$ cat src/rtl/laser_cover_param.sv
// Two-circle laser coverage engine: loads one frame of points, then searches the
// grid by alternating coordinate descent for two centres covering the most points.
module laser_cover_param #(
   parameter int unsigned N_PTS    = 40,
   parameter int unsigned CW       = 4,
   parameter int unsigned PAR      = 10,
   parameter int unsigned MAX_PASS = 8
) (
   input  logic                         CLK,
   input  logic                         RST,
   input  logic                         IN_VALID,
   output logic                         IN_READY,
   input  logic [CW-1:0]                X,
   input  logic [CW-1:0]                Y,
   input  logic [2*CW:0]                R2,
   output logic [CW-1:0]                C1X,
   output logic [CW-1:0]                C1Y,
   output logic [CW-1:0]                C2X,
   output logic [CW-1:0]                C2Y,
   output logic [$clog2(N_PTS+1)-1:0]   COUNT,
   output logic                         BUSY,
   output logic                         DONE
);

   localparam int unsigned BEATS = (N_PTS + PAR - 1) / PAR;
   localparam int unsigned CNT_W = $clog2(N_PTS + 1);
   localparam int unsigned BW    = (BEATS > 1) ? $clog2(BEATS) : 1;
   localparam int unsigned PW    = $clog2(MAX_PASS + 1) + 1;
   localparam int unsigned POS_W = 2 * CW;
   localparam int unsigned SW    = 2 * CW + 1;

   typedef enum logic [1:0] {
      S_LOAD = 2'd0,
      S_EVAL = 2'd1,
      S_CMP  = 2'd2,
      S_PEND = 2'd3
   } state_t;

   state_t state_q, state_d;

   logic [CW-1:0]    pt_x [N_PTS];
   logic [CW-1:0]    pt_y [N_PTS];
   logic [CNT_W-1:0] load_cnt_q;
   logic [2*CW:0]    r2_q;

   logic [BW-1:0]    beat_q;
   logic [POS_W-1:0] cand_q;
   logic [PW-1:0]    pass_q;
   logic             mv_c2_q;
   logic [POS_W-1:0] c1_q, c2_q;
   logic [N_PTS-1:0] bm1_q, bm2_q;
   logic [CNT_W-1:0] cur_cnt_q;
   logic [POS_W-1:0] best_pos_q;
   logic [N_PTS-1:0] best_bm_q;
   logic [CNT_W-1:0] best_cnt_q;
   logic [N_PTS-1:0] cand_bm_q;

   logic             accept_c, start_c, beat_c, cmp_c, pend_c, finish_c, stop_c;
   logic [CW-1:0]    lane_x [PAR];
   logic [CW-1:0]    lane_y [PAR];
   logic             lane_v [PAR];
   logic [PAR-1:0]   lane_hit_c;
   logic [N_PTS-1:0] fixed_bm_c;
   logic [CNT_W-1:0] union_cnt_c;
   logic [POS_W-1:0] fin_c1_c, fin_c2_c;

   function automatic logic [SW-1:0] dist2(input logic [CW-1:0] ax, input logic [CW-1:0] ay,
                                           input logic [CW-1:0] bx, input logic [CW-1:0] by);
      logic [CW-1:0] dx, dy;
      dx = (ax >= bx) ? (ax - bx) : (bx - ax);
      dy = (ay >= by) ? (ay - by) : (by - ay);
      return SW'((POS_W)'(dx) * (POS_W)'(dx)) + SW'((POS_W)'(dy) * (POS_W)'(dy));
   endfunction

   function automatic logic [CNT_W-1:0] popcnt(input logic [N_PTS-1:0] v);
      logic [CNT_W-1:0] s;
      s = '0;
      for (int i = 0; i < N_PTS; i++) s = s + CNT_W'(v[i]);
      return s;
   endfunction

   // Search stops once a later pass fails to improve, or the pass budget is spent.
   assign stop_c = ((pass_q != PW'(1)) && !(best_cnt_q > cur_cnt_q)) ||
                   (pass_q == PW'(MAX_PASS));

   // State register
   always_ff @(posedge CLK) begin
      if (RST) state_q <= S_LOAD;
      else     state_q <= state_d;
   end

   // Next-state logic
   always_comb begin
      state_d = state_q;
      case (state_q)
         S_LOAD: if (IN_VALID && (load_cnt_q == CNT_W'(N_PTS - 1))) state_d = S_EVAL;
         S_EVAL: if (beat_q == BW'(BEATS - 1)) state_d = S_CMP;
         S_CMP:  state_d = (cand_q == '1) ? S_PEND : S_EVAL;
         S_PEND: state_d = stop_c ? S_LOAD : S_EVAL;
         default: state_d = S_LOAD;
      endcase
   end

   // Control strobes per state
   always_comb begin
      accept_c = 1'b0;
      start_c  = 1'b0;
      beat_c   = 1'b0;
      cmp_c    = 1'b0;
      pend_c   = 1'b0;
      finish_c = 1'b0;
      case (state_q)
         S_LOAD: begin
            accept_c = IN_VALID;
            start_c  = IN_VALID && (load_cnt_q == CNT_W'(N_PTS - 1));
         end
         S_EVAL: beat_c = 1'b1;
         S_CMP:  cmp_c  = 1'b1;
         S_PEND: begin
            pend_c   = 1'b1;
            finish_c = stop_c;
         end
         default: ;
      endcase
   end

   // Route the current beat's points onto the comparator lanes; missing lanes stay invalid
   always_comb begin
      for (int l = 0; l < PAR; l++) begin
         lane_x[l] = '0;
         lane_y[l] = '0;
         lane_v[l] = 1'b0;
      end
      for (int i = 0; i < N_PTS; i++) begin
         if (beat_q == BW'(i / PAR)) begin
            lane_x[i % PAR] = pt_x[i];
            lane_y[i % PAR] = pt_y[i];
            lane_v[i % PAR] = 1'b1;
         end
      end
   end

   always_comb begin
      lane_hit_c = '0;
      for (int l = 0; l < PAR; l++)
         lane_hit_c[l] = lane_v[l] &&
                         (dist2(lane_x[l], lane_y[l], cand_q[CW-1:0], cand_q[POS_W-1:CW]) <= r2_q);
   end

   always_comb begin
      fixed_bm_c  = mv_c2_q ? bm1_q : bm2_q;
      union_cnt_c = popcnt(cand_bm_q | fixed_bm_c);
      fin_c1_c    = mv_c2_q ? c1_q : best_pos_q;
      fin_c2_c    = mv_c2_q ? best_pos_q : c2_q;
   end

   // Datapath and registered outputs
   always_ff @(posedge CLK) begin
      if (RST) begin
         for (int i = 0; i < N_PTS; i++) begin
            pt_x[i] <= '0;
            pt_y[i] <= '0;
         end
         load_cnt_q <= '0;
         r2_q       <= '0;
         beat_q     <= '0;
         cand_q     <= '0;
         pass_q     <= '0;
         mv_c2_q    <= 1'b0;
         c1_q       <= '0;
         c2_q       <= '0;
         bm1_q      <= '0;
         bm2_q      <= '0;
         cur_cnt_q  <= '0;
         best_pos_q <= '0;
         best_bm_q  <= '0;
         best_cnt_q <= '0;
         cand_bm_q  <= '0;
         IN_READY   <= 1'b1;
         BUSY       <= 1'b0;
         DONE       <= 1'b0;
         C1X        <= '0;
         C1Y        <= '0;
         C2X        <= '0;
         C2Y        <= '0;
         COUNT      <= '0;
      end else begin
         IN_READY <= (state_d == S_LOAD);
         DONE     <= 1'b0;

         if (accept_c) begin
            for (int i = 0; i < N_PTS; i++) begin
               if (load_cnt_q == CNT_W'(i)) begin
                  pt_x[i] <= X;
                  pt_y[i] <= Y;
               end
            end
            if (load_cnt_q == '0) begin
               r2_q <= R2;
               BUSY <= 1'b1;
            end
            load_cnt_q <= start_c ? '0 : (load_cnt_q + CNT_W'(1));
         end

         // Frame complete: pass 1 moves C1 against an empty second circle
         if (start_c) begin
            pass_q     <= PW'(1);
            mv_c2_q    <= 1'b0;
            c1_q       <= '0;
            c2_q       <= '0;
            bm1_q      <= '0;
            bm2_q      <= '0;
            cur_cnt_q  <= '0;
            best_pos_q <= '0;
            best_bm_q  <= '0;
            best_cnt_q <= '0;
            cand_q     <= '0;
            beat_q     <= '0;
         end

         if (beat_c) begin
            for (int i = 0; i < N_PTS; i++)
               if (beat_q == BW'(i / PAR)) cand_bm_q[i] <= lane_hit_c[i % PAR];
            beat_q <= (beat_q == BW'(BEATS - 1)) ? '0 : (beat_q + BW'(1));
         end

         if (cmp_c) begin
            if (union_cnt_c > best_cnt_q) begin
               best_cnt_q <= union_cnt_c;
               best_pos_q <= cand_q;
               best_bm_q  <= cand_bm_q;
            end
            cand_q <= cand_q + POS_W'(1);
         end

         // Commit the mover, then seed the next pass's best from the other circle
         if (pend_c) begin
            if (mv_c2_q) begin
               c2_q       <= best_pos_q;
               bm2_q      <= best_bm_q;
               best_pos_q <= c1_q;
               best_bm_q  <= bm1_q;
            end else begin
               c1_q       <= best_pos_q;
               bm1_q      <= best_bm_q;
               best_pos_q <= c2_q;
               best_bm_q  <= bm2_q;
            end
            cur_cnt_q <= best_cnt_q;
            mv_c2_q   <= ~mv_c2_q;
            pass_q    <= pass_q + PW'(1);
            if (finish_c) begin
               C1X   <= fin_c1_c[CW-1:0];
               C1Y   <= fin_c1_c[POS_W-1:CW];
               C2X   <= fin_c2_c[CW-1:0];
               C2Y   <= fin_c2_c[POS_W-1:CW];
               COUNT <= best_cnt_q;
               DONE  <= 1'b1;
               BUSY  <= 1'b0;
            end
         end
      end
   end

endmodule

$ cat config.mk
export PLATFORM = sky130hd
export DESIGN_NAME = laser_cover_param
export DESIGN_NICKNAME = d
export VERILOG_FILES = /design/src/rtl/laser_cover_param.sv
export SDC_FILE = /design/constraint.sdc
export NUM_CORES = 2
export LEC_CHECK = 0
export ABC_CLOCK_PERIOD_IN_PS = 14880
export BUFFER_PORTS_ARGS = -buffer_cell sky130_fd_sc_hd__buf_2
export CORE_UTILIZATION = 35
export CTS_BUF_LIST = sky130_fd_sc_hd__clkbuf_8
export DETAILED_ROUTE_END_ITERATION = 10
export PLACE_DENSITY = 0.47
export RECOVER_POWER = 50
export SYNTH_ARGS = -nofsm -noshare
export SYNTH_HDL_FRONTEND = slang
export SYNTH_SLANG_ARGS = --single-unit
$ cat constraint.sdc
create_clock -name CLK -period 14.88 [get_ports CLK]
set_input_delay 1.488 -clock CLK [delete_from_list [all_inputs] [get_ports CLK]]
set_output_delay 1.488 -clock CLK [all_outputs]
set_load 0.1 [all_outputs]
==> run_results.csv <==
group,metric,value,unit
run_status,status,"finished with violations",
run_status,violations,"capacitance limit, slew limit",
synthesis,synth_edf_count,320,
run,drv_cap,10,
timing,max_clock_freq,107.4,MHz
worst_setup_path,end_kind,"flip-flop",
global_route,antenna_found_initial,2,
clock_tree,cts_sinks,574,
synthesis,synthSimpleGateAreaFrac,15.46,%
routing,vias_per_cell,5.125,
timing,finalHoldViolCount,0,
synthesis,ys_types,67,
power,combPwrFrac,26.0,%
power,internal_power,2946,uW
synthesis,synthArstFlopShare,0,%
global_route,grt_usage,19.62,%
routing,drt-total-wl,114700,um
synthesis,avgSynthCellArea,9.588,um^2
power,sw_frac_of_total,32.32,%
worst_setup_path,worst_ep_arrival_time,9.88,ns
routing,vias,29748,
power,power_leakage,0.01892,uW
timing,tns,0,ns
placement,port_buffers,44,
synthesis,synth-compound-area-share,16.21,%
layout,finalNonFillerCells,5805,
global_route,grt_overflow,0,
routing,firstDrtPassIters,8,
timing,fin_crit_sh,62.60,%
timing,drv_slew,405,
synthesis,netlist_area,40520,um^2
clock_tree,cts_made_buffers,105,
clock_tree,post_cts_buffers,0,
global_route,grt_pass1_wl,178000,um
timing,hold_slack,0.4549,ns
synthesis,synthXorXnorAreaFrac,1.254,%
synthesis,syn_inst,4226,
routing,wl_per_cell,19.76,um
clock_tree,root_buffer,"clkbuf_8",
synthesis,synth_ff_type,"edfxtp_1",
placement,placed_cell_area,42210,um^2
min_path,hp-class,"flip-flop to flip-flop",
layout,layout_commonest_cell,"nor2_1",
layout,final_core_util,38.56,%
die,pin_count,45,
routing,ant_nets,0,
layout,layout_common_cells,"477 x nor2_1, 462 x ha_1, 420 x inv_1",
die,core_area,114500,um^2
synthesis,synth_top_family_by_area,"adder cells",
synthesis,ys_ff_latch,574,
layout,fin_nets,4877,
die,start_util,35.39,%
clock_tree,insertion_delay,0.78,ns
synthesis,ys_seq_area_share,36.26,%
placement,placed_cells,5615,
die,dieHeight,342.3,um
clock_tree,clk_pin_slew,0.07,ns
clock_tree,post_cts_resized,0,
placement,finalWeightedCongestion,0.8167,
layout,final_area,44150,um^2
timing,final.min_clock_period,9.315,ns
power,ir_drop,0.00005342,V
timing,rsz0062_at_grt,"false",
power,power.density,98.59,nW/um^2
routing,first_iter_violations,1944,
worst_setup_path,cp_max_fo,42,
die,die_area,117100,um^2
synthesis,synthMuxAreaShare,1.729,%
layout,fill_cells,11634,
clock_tree,htree_num_levels,3,
routing,drc,0,
clock_tree,clockBufferDepth,3,
synthesis,synthAdderAreaFrac,23.33,%
clock_tree,cts_hold_buf,0,
worst_setup_path,startpoint_type,"flip-flop",
layout,layout-drive-gt1-share,6.151,%
timing,finalClockSkew,0.06417,ns
die,die_width,342.3,um
timing,worst_pin_slew,3.101,ns
clock_tree,cts_tree,"yes",
placement,hpwl,81300,um
global_route,grt_pass1_vias,29357,
worst_setup_path,cp.required,15.45,ns
timing,setup_violations,0,
power,clock_power_share,34.2,%
synthesis,yosysWarningCount,0,
power,seq_power_share,39.8,%
synthesis,synth_nets,4893,
worst_setup_path,crit_type,"flip-flop to flip-flop",
global_route,grt_max_degree,104,
power,power.switching,1407,uW
timing,relSlewSlack,-106.7,%
die,num_rows,124,
layout,syn_to_final_growth,8.970,%
-- area by class of cell --
cell class	instances	area, um^2	share of cell area [%]
Antenna cell	1	2.502	0.005667
Clock buffer	116	1597	3.616
Clock inverter	73	466.7	1.057
Inverter	381	1430	3.239
Multi-Input combinational cell	3055	23530	53.29
Sequential cell	574	14700	33.29
Tap cell	1512	1892	4.284
Timing Repair Buffer	93	536.8	1.216
-- sequential cells by signal (all words and copies together) (netlist names), 2 cells and up --
register / count
beat_q: 2
best_pos_q: 8
cand_q: 8
C2Y: 4
c2_q: 8
best_cnt_q: 6
load_cnt_q: 6
bm2_q: 40
C1Y: 4
best_bm_q: 40
state_q: 2
pt_y: 160
C1X: 4
c1_q: 8
r2_q: 9
bm1_q: 40
pass_q: 5
COUNT: 6
pt_x: 160
cur_cnt_q: 6
cand_bm_q: 40
C2X: 4
-- metal layers --
metal / track usage (%) / wire length [um] / share of wire [%]
met3: 2.447 / 4538 / 4.0
met2: 30.44 / 50220 / 44
met1: 28.66 / 57470 / 50
met4: 5.013 / 2499 / 2.2
met5: 0 / 0 / 0
-- per-stage QoR --
stage / setup WS [ns] / total power [uW]
finish: 5.565 / 4353
global route: 4.930 / 4656
CTS: 5.524 / 4411
detailed placement: 5.604 / 2899
global placement: 5.776 / 2890
floorplan: 7.277 / 2610
-- synth_stat cells, types with 7 or more instances --
master	count	share of area, %
a211o_1	10	0.22
a221oi_1	18	0.39
o21ai_0	86	1.1
inv_1	381	3.5
a22o_1	91	2.0
nand4_1	29	0.45
a31oi_1	27	0.42
nand3_1	104	1.3
buf_1	14	0.13
xnor2_1	33	0.71
mux2i_1	70	1.7
dfxtp_1	254	13
a21oi_1	366	4.5
and4_1	10	0.22
edfxtp_1	320	24
o21a_1	37	0.69
and2_1	22	0.34
nand2_1	257	2.4
o211ai_1	21	0.39
nor3_1	59	0.73
clkbuf_1	169	1.6
nand3b_1	73	1.4
nor2b_1	86	1.3
a31o_2	13	0.28
buf_2	23	0.28
and3b_1	7	0.15
and3_1	7	0.11
fa_1	181	8.9
or2_2	10	0.15
o21bai_1	22	0.41
o221a_2	7	0.19
ha_1	466	14
nand2b_1	130	2.0
a311oi_1	18	0.39
a22oi_1	27	0.50
nor2_1	479	4.4
a211oi_1	58	1.1
a21o_1	114	2.1
xor2_1	25	0.54
a2111oi_0	41	0.89
-- power groups by stage --
stage               combinational, uW  clock (uW)  sequential (uW)
floorplan                         849           0             1760
global placement                 1130           0             1760
detailed placement               1140           0             1760
CTS                              1150        1530             1730
global route                     1320        1600             1730
finish                           1130        1490             1730
-- path summary, 6_finish.rpt --
check | start | endpoint | slack, ns | cells after the start
max | mv_c2_q | best_bm_q[25] | 5.57 | 26
min | r2_q[5] | r2_q[5] | 0.45 | 2
max reg2reg | mv_c2_q | best_bm_q[25] | 5.57 | 26
min reg2reg | r2_q[5] | r2_q[5] | 0.45 | 2
-- cells by family (layout without fill, tap and decap cells) --
family / Yosys count / in the layout
and+or+nand+nor: 1294 / 1294
buffers and inverters: 597 / 663
adders and majority gates: 647 / 647
AOI/OAI and AO/OA: 986 / 986
muxes: 70 / 70
xor gates and xnor gates: 58 / 58
DFF: 574 / 574
other: 0 / 1
-- worst max-delay path, stage by stage, from the launching register on --
cell       delay, ns
dfxtp_4         0.63
buf_4           0.67
mux2i_1         0.32
nand2b_1        0.16
fa_1            0.53
inv_1           0.05
fa_1            0.50
inv_1           0.05
fa_1            0.46
fa_1            0.51
inv_1           0.05
fa_1            0.55
fa_1            0.43
fa_1            0.50
inv_1           0.05
ha_1            0.22
fa_1            0.46
a21o_1          0.17
a21oi_1         0.17
xnor2_1         0.11
ha_1            0.31
nand3_1         0.17
a21oi_1         0.31
o221a_2         0.71
buf_4           0.47
a211oi_1        0.08
a2111oi_0       0.44
Note: power is estimated with default switching activity, not from simulation.
